`config.mk`:
```
export PLATFORM = sky130hd
export DESIGN_NAME = gpio_in_conditioner
export DESIGN_NICKNAME = d
export VERILOG_FILES = /design/src/rtl/gpio_in_conditioner.sv
export SDC_FILE = /design/constraint.sdc
export NUM_CORES = 1
export LEC_CHECK = 0
export BUFFER_PORTS_ARGS = -buffer_cell sky130_fd_sc_hd__buf_2
export CORE_UTILIZATION = 30
export DETAILED_ROUTE_END_ITERATION = 8
export SYNTH_ARGS = -nofsm -noshare
export SYNTH_HDL_FRONTEND = slang
export SYNTH_SLANG_ARGS = --single-unit
```
`constraint.sdc`:
```
create_clock -name clk -period 1.3 [get_ports clk]
set_input_delay 0.26 -clock clk [delete_from_list [all_inputs] [get_ports clk]]
set_output_delay 0.26 -clock clk [all_outputs]
set_load 0.01 [all_outputs]
```
`src/rtl/gpio_in_conditioner.sv`:
```
// gpio_in_conditioner: two-flop synchroniser, per-bit debounce and sticky edge flags
// for the raw GPIO pin bus. The clean value feeds the GPIO block's PORT_IN.
// Build option: define GPIO_FALL_EDGE_EN to also flag falling transitions of the clean value.
module gpio_in_conditioner #(
  parameter int unsigned WIDTH           = 8,
  parameter int unsigned DEBOUNCE_CYCLES = 4
) (
  input  logic             clk,
  input  logic             rst,
  input  logic [WIDTH-1:0] PORT_RAW,
  input  logic [WIDTH-1:0] flag_clr,
  output logic [WIDTH-1:0] PORT_CLEAN,
  output logic [31:0]      FlagsOut,
  output logic             irq
);

  // Smallest width holding DEBOUNCE_CYCLES-1, never less than one bit.
  localparam int unsigned CntW = (DEBOUNCE_CYCLES > 1) ? $clog2(DEBOUNCE_CYCLES) : 1;
  localparam logic [CntW-1:0] CntMax = CntW'(DEBOUNCE_CYCLES - 1);

  logic [WIDTH-1:0] r_sync1;
  logic [WIDTH-1:0] r_sync2;
  logic [WIDTH-1:0] r_clean;
  logic [WIDTH-1:0] r_flag;
  logic [CntW-1:0]  r_cnt [WIDTH];

  logic [WIDTH-1:0] w_clean_d;
  logic [WIDTH-1:0] w_set;
  logic [WIDTH-1:0] w_flag_d;
  logic [CntW-1:0]  w_cnt_d [WIDTH];

  // Debounce next-state: count consecutive mismatches, follow sync2 once the count tops out.
  always_comb begin
    w_clean_d = r_clean;
    for (int i = 0; i < WIDTH; i++) begin
      w_cnt_d[i] = '0;
      if (r_sync2[i] != r_clean[i]) begin
        if (r_cnt[i] == CntMax) begin
          w_clean_d[i] = r_sync2[i];
        end else begin
          w_cnt_d[i] = r_cnt[i] + CntW'(1);
        end
      end
    end
  end

  // Flag next-state: a new edge on the clean value wins over a same-cycle clear.
  always_comb begin
`ifdef GPIO_FALL_EDGE_EN
    w_set = w_clean_d ^ r_clean;
`else
    w_set = w_clean_d & ~r_clean;
`endif
    w_flag_d = (r_flag & ~flag_clr) | w_set;
  end

  // State registers with synchronous active-high reset.
  always_ff @(posedge clk) begin
    if (rst) begin
      r_sync1 <= '0;
      r_sync2 <= '0;
      r_clean <= '0;
      r_flag  <= '0;
      for (int i = 0; i < WIDTH; i++) begin
        r_cnt[i] <= '0;
      end
    end else begin
      r_sync1 <= PORT_RAW;
      r_sync2 <= r_sync1;
      r_clean <= w_clean_d;
      r_flag  <= w_flag_d;
      for (int i = 0; i < WIDTH; i++) begin
        r_cnt[i] <= w_cnt_d[i];
      end
    end
  end

  // Outputs straight from registers; flags zero-extended to a 32-bit word.
  always_comb begin
    PORT_CLEAN            = r_clean;
    FlagsOut              = '0;
    FlagsOut[WIDTH-1:0]   = r_flag;
    irq                   = |r_flag;
  end

endmodule
```
==> results of run 1 <==
-- where the power goes --
| part | total (mW) | switching (mW) | internal, mW | leakage, nW |
|---|---|---|---|---|
| sequential | 1.51 | 0.0146 | 1.50 | 0.392 |
| combinational | 0.137 | 0.0782 | 0.0592 | 0.483 |
| clock | 1.16 | 0.478 | 0.679 | 0.0645 |
-- area by class of cell --
type | instances | area [um^2]
clock inverters | 1 | 30.03
fillers | 604 | 3757
repair buffers | 38 | 231.5
well taps | 75 | 93.84
multi-input cells | 115 | 853.3
flip-flops and latches | 48 | 963.4
clock buffers | 7 | 96.34
-- cell usage after synthesis --
cell and n:
nand3b_1 7, xnor2_1 8, nor2_1 7, nor4_2 2, mux2i_1 7, dfxtp_1 48, buf_4 26, nor2b_1 16
nor4_1 8, buf_2 3, conb_1 1, nand2_1 2, ha_1 8, a21oi_1 8, nor4b_2 8, nand2b_1 9
o32ai_2 1
-- logic make-up after synthesis --
family	count (synthesis)	share of synthesized area (%)
buffers and inverters	29	11.01
and+or+nand+nor	59	22.94
AOI/OAI and AO/OA	9	2.949
muxes	7	3.670
other	1	0.1964
xor gates and xnor gates	8	3.670
adders and majority gates	8	5.243
DFF	48	50.33
-- state kept, by name, indices dropped and copies added, names as in the netlist --
register / count
r_sync2: 8
r_flag: 8
r_sync1: 8
PORT_CLEAN: 8
r_cnt: 16
-- worst paths after layout --
path	cells past startpoint	end	slack, ns
min	2	r_flag[7]	0.14
max	4	irq	-0.22
min reg2reg	1	r_cnt[0][2]	0.44
max reg2reg	3	r_flag[7]	0.33
-- layer usage --
metal	global-route usage (%)	up-vias	routed length [um]
li1	-	602	-
met1	11.33	533	1388
met2	13.22	44	1160
met3	3.778	7	230
met4	4.737	0	56
met5	0	-	0
-- cell usage in the layout (no fill, tap or decap) --
cell       synthesis  routed
dfxtp_1           48      46
buf_2              3      33
conb_1             1      24
nor2b_1           16      16
nand2b_1           9       9
xnor2_1            8       8
a21oi_1            8       8
nor4b_2            8       8
ha_1               8       8
nand3b_1           7       7
mux2i_1            7       7
nor2_1             7       7
clkbuf_8           0       7
nor4_1             8       6
nor4_2             2       3
buf_4             26       2
buf_12             0       2
dfxtp_2            0       2
nor4_4             0       1
nand2_4            0       1
nand2_1            2       1
o32ai_2            1       1
bufinv_16          0       1
buf_6              0       1
-- timing repair --
item	in CTS	in global routing
buffers inserted	1	0
hold endpoints to repair	0	0
resized for setup	6	2
cloned	0	0
endpoints found under the setup margin	1	1
pin swaps	1	0
-- stage by stage --
stage                     cell area, um^2  setup TNS, ns  hold WS (ns)  setup slack (ns)  util, %
after floorplan                      1996              0        0.3534            0.3284        -
after global routing                 2268        -0.2986        0.1390           -0.2986    37.65
final                                2268        -0.2228        0.1448           -0.2228    37.65
after detailed placement             2097              0        0.4245           0.03523    34.80
after CTS                            2258        -0.2406        0.1309           -0.2406    37.48
after global placement               2097              0        0.4179           0.02417    34.80
==> flow_summary.json, run 1 <==
{
  "crit_fanout": 2,
  "crit_type": "reg2out",
  "report.final.slew_viol_count": 0,
  "fin_nets": 234,
  "track_usage_pct": 9.082,
  "cts_tree": "done",
  "clk_path_buf_depth": 2,
  "drt-total-wl_um": 2836,
  "gp_congestion": 0.6632,
  "cts.sinks": 48,
  "die_w_um": 81.78,
  "slowest_delay_ns": 0.34,
  "fp.dieH_um": 81.78,
  "drive_gt1_share_pct": 29.67,
  "die_area_um2": 6687,
  "failed_checks": "setup timing",
  "hold_class": "in2reg",
  "wl_per_cell_um": 9.986,
  "status": "finished, violations left",
  "avgViaCountPerCell": 4.176,
  "ant_nets": 0,
  "htreeDepth": 2,
  "clkLatencyLatePin_ns": 0.30,
  "totalPowerFinal_mw": 2.808,
  "power_density_nw_per_um2": 1238,
  "row_count": 28,
  "ir_drop_uv": 797.9,
  "drc_errors": 0,
  "dpl.hpwl_um": 2003,
  "worst-path-buf-inv": 2,
  "finalCritPeriodShare_pct": 117.1,
  "grt_overflow": 0,
  "cts-root-buf": "clkbuf_8",
  "synthDistinctLibCells": 17,
  "ctsHoldBuffers": 0,
  "antenna_found_initial": 0,
  "p_leak_nw": 0.9395,
  "synth_seq_cells": 48,
  "yosysTopAreaCellShare_pct": 50.33,
  "synth.yosys.seq_area_share_pct": 50.33,
  "cts_made_buffers": 5,
  "cp.required_ns": 1.04,
  "maxCapViolCount": 0,
  "period_needed_ns": 1.523,
  "initial_core_util_pct": 31.69,
  "r2r_start": "r_cnt[1][6]",
  "dp.cells": 275,
  "ys_warn_count": 0,
  "port_buffers": 34,
  "via_count": 1186,
  "setup_viol": 1,
  "coreArea_um2": 6026,
  "yosysTopAreaCell": "dfxtp_1",
  "hold_violations": 0,
  "rsz0062_at_grt": "yes",
  "critical_path_arrival_ns": 1.26,
  "diodes": 0,
  "end_kind": "output pin",
  "grt_max_degree": 21,
  "ioPinCount": 59,
  "grt_first_pass_wirelength_um": 4464,
  "avgSynthCellArea_um2": 11.30,
  "clk_pin_slew_ns": 0.08,
  "fin_skew_ns": 0.008580,
  "cp-start-kind": "flop",
  "syn2layout_area_growth_pct": 18.81,
  "crit_family": "flip-flops",
  "netlist_area_um2": 1909,
  "dr.pass1.iters": 4,
  "stdcell_count": 284,
  "ys_top_cells_by_area": "dfxtp_1, buf_4, nor4b_2",
  "slowest_stage": "dfxtp_2",
  "syn_inst": 169,
  "first_iter_violations": 47,
  "grt_pass1_vias": 1014,
  "hp-start": "flag_clr[7]",
  "fmax_mhz": 656.7,
  "finalWorstSetupSlack_ns": -0.2228,
  "startpoint": "r_flag[5]",
  "crit_path_cell_trace": "nor4_4 > buf_4 > nand2_4 > buf_6"
}
Note: power is estimated with default switching activity, not from simulation.
==> inputs of run 2 (changes only) <==
--- a/config.mk
+++ b/config.mk
@@ -6,8 +6,10 @@
 export NUM_CORES = 1
 export LEC_CHECK = 0
 export BUFFER_PORTS_ARGS = -buffer_cell sky130_fd_sc_hd__buf_2
+export CORE_MARGIN = 2
 export CORE_UTILIZATION = 30
 export DETAILED_ROUTE_END_ITERATION = 8
 export SYNTH_ARGS = -nofsm -noshare
 export SYNTH_HDL_FRONTEND = slang
 export SYNTH_SLANG_ARGS = --single-unit
+export TNS_END_PERCENT = 5
==> run 2 against run 1 <==
Effect of this change: first-iteration DRC count is 23% higher; final area is 0.94% lower; the run still ends with setup timing left; global-route usage increased by 0.32 points; sequential share of layout area grew 0.51 points.
==> flow_summary.json, run 2 (same netlist as run 1, synthesis figures left out) <==
{
  "status": "finished, violations left",
  "failed_checks": "setup timing",
  "seq_area_um2": 965.9,
  "finalSetupTns_ns": -0.1097,
  "fmax_mhz": 709.4,
  "diodes": 0,
  "fin_skew_ns": 0.009180,
  "hold_class": "in2reg",
  "die_w_um": 83.78,
  "antenna_found_initial": 0,
  "seq_power_share_pct": 58.5,
  "initial_core_util_pct": 30.59,
  "swShare_pct": 23.04,
  "clkLatencyLatePin_ns": 0.30,
  "cp.required_ns": 1.04,
  "internal_power_mw": 1.991,
  "final_common_cell": "dfxtp_1",
  "end_kind": "output pin",
  "hold_ws_ns": 0.1356,
  "ir_drop_uv": 520.9,
  "rr_worst_depth": 3,
  "power_density_nw_per_um2": 1151,
  "fin_nets": 235,
  "coreArea_um2": 6241,
  "finalWorstSetupSlack_ns": -0.1097,
  "clock_power_share_pct": 36.0,
  "clk_pin_slew_ns": 0.09,
  "fp.dieH_um": 83.78,
  "setup_viol": 1,
  "drive_gt1_share_pct": 30.48,
  "p_leak_nw": 0.9306,
  "cts-root-buf": "clkbuf_8",
  "drt-total-wl_um": 3036,
  "crit_type": "reg2out",
  "r2r_setup_slack_ns": 0.31,
  "finalCritPeriodShare_pct": 108.4,
  "grt_overflow": 0,
  "dpl.hpwl_um": 2263,
  "r2r-end": "PORT_CLEAN[4]",
  "ant_nets": 0,
  "gp_congestion": 0.7236,
  "hold_violations": 0,
  "largest_register_ffs": 16,
  "drc_errors": 0,
  "first_iter_violations": 58,
  "grt_pass1_vias": 1102,
  "p_sw_uw": 596.1,
  "routed-wl-met3_um": 264,
  "r2r_start": "r_cnt[1][0]",
  "crit_fanout": 2,
  "row_count": 29,
  "clk_path_buf_depth": 2,
  "track_usage_pct": 9.402,
  "htreeDepth": 2,
  "grt_first_pass_wirelength_um": 5140,
  "p_comb_share_pct": 5.4,
  "cts_made_buffers": 5,
  "period_needed_ns": 1.410,
  "drt-met1-wl_um": 1473,
  "crit_end": "irq",
  "largest_register": "r_cnt",
  "rsz0062_at_grt": "yes",
  "ctsHoldBuffers": 0,
  "ioPinCount": 59,
  "die_area_um2": 7018,
  "wl_per_cell_um": 10.58,
  "cp-start-kind": "flop",
  "final_cell_mix": "dfxtp_1, buf_2, conb_1",
  "grt_max_degree": 18,
  "fill_cells": 654,
  "via_count": 1154,
  "port_buffers": 34,
  "dr.pass1.iters": 4,
  "syn2layout_area_growth_pct": 17.69,
  "wl_met2_um": 1269,
  "cts_tree": "done",
  "maxCapViolCount": 0,
  "cts.sinks": 48,
  "multi_input_area_um2": 854.6,
  "critical_path_arrival_ns": 1.15,
  "startpoint": "r_flag[5]",
  "avgViaCountPerCell": 4.021,
  "report.final.slew_viol_count": 0,
  "top_layer": "met4"
}
## run 2: critical path, stage by stage (launching register included)
cell and delay [ns]:
dfxtp_2 0.34, nor4_4 0.26, nand2_1 0.09, buf_2 0.15
## run 2: worst min path at each step
stage / end / slack, ns / startpoint / cells after the start
4_1_cts: r_flag[7] / 0.13 / flag_clr[7] / 2
5_1_grt: r_flag[7] / 0.12 / flag_clr[7] / 2
2_1_floorplan: r_flag[7] / 0.35 / flag_clr[7] / 1
3_3_place_gp: r_sync2[1] / 0.42 / r_sync1[1] / 1
3_5_place_dp: r_sync2[0] / 0.42 / r_sync1[0] / 1
6_report: r_flag[7] / 0.14 / flag_clr[7] / 2
## run 2: cell type report
class | count | share of cell area, %
repair buffers | 39 | 10.36
clock inverters | 2 | 0.6682
multi-input cells | 115 | 38.03
flip-flops and latches | 48 | 42.98
clock buffers | 6 | 3.675
well taps | 77 | 4.287
## run 2: power groups by stage
| stage | logic [mW] | clock network, mW | registers (mW) |
|---|---|---|---|
| floorplan | 0.149 | 0 | 1.55 |
| global placement | 0.141 | 0 | 1.55 |
| detailed placement | 0.141 | 0 | 1.55 |
| CTS | 0.141 | 0.984 | 1.52 |
| global route | 0.157 | 1.05 | 1.52 |
| finish | 0.141 | 0.932 | 1.51 |
## run 2: what timing repair did
item,CTS,global route
gates resized for setup,6,2
buffers inserted,2,0
endpoints found under the setup margin,1,1
pin swaps,3,0
## run 2: per-stage QoR
stage	cells	area [um^2]	setup slack (ns)	utilization, %	power, mW
after floorplan	192	1996	0.3284	-	1.696
after global placement	277	2100	0.1132	33.64	1.690
after detailed placement	277	2100	0.1159	33.64	1.691
after CTS	287	2237	-0.1532	35.85	2.641
after global routing	287	2247	-0.1969	36.01	2.726
final	287	2247	-0.1097	36.01	2.588
## run 2: routing by layer
layer  global-route usage, %  vias to the layer above
li1                        -                      605
met2                   12.87                       39
met4                   3.959                        0
met3                   4.847                        5
met1                   12.34                      505
met5                       0                        -
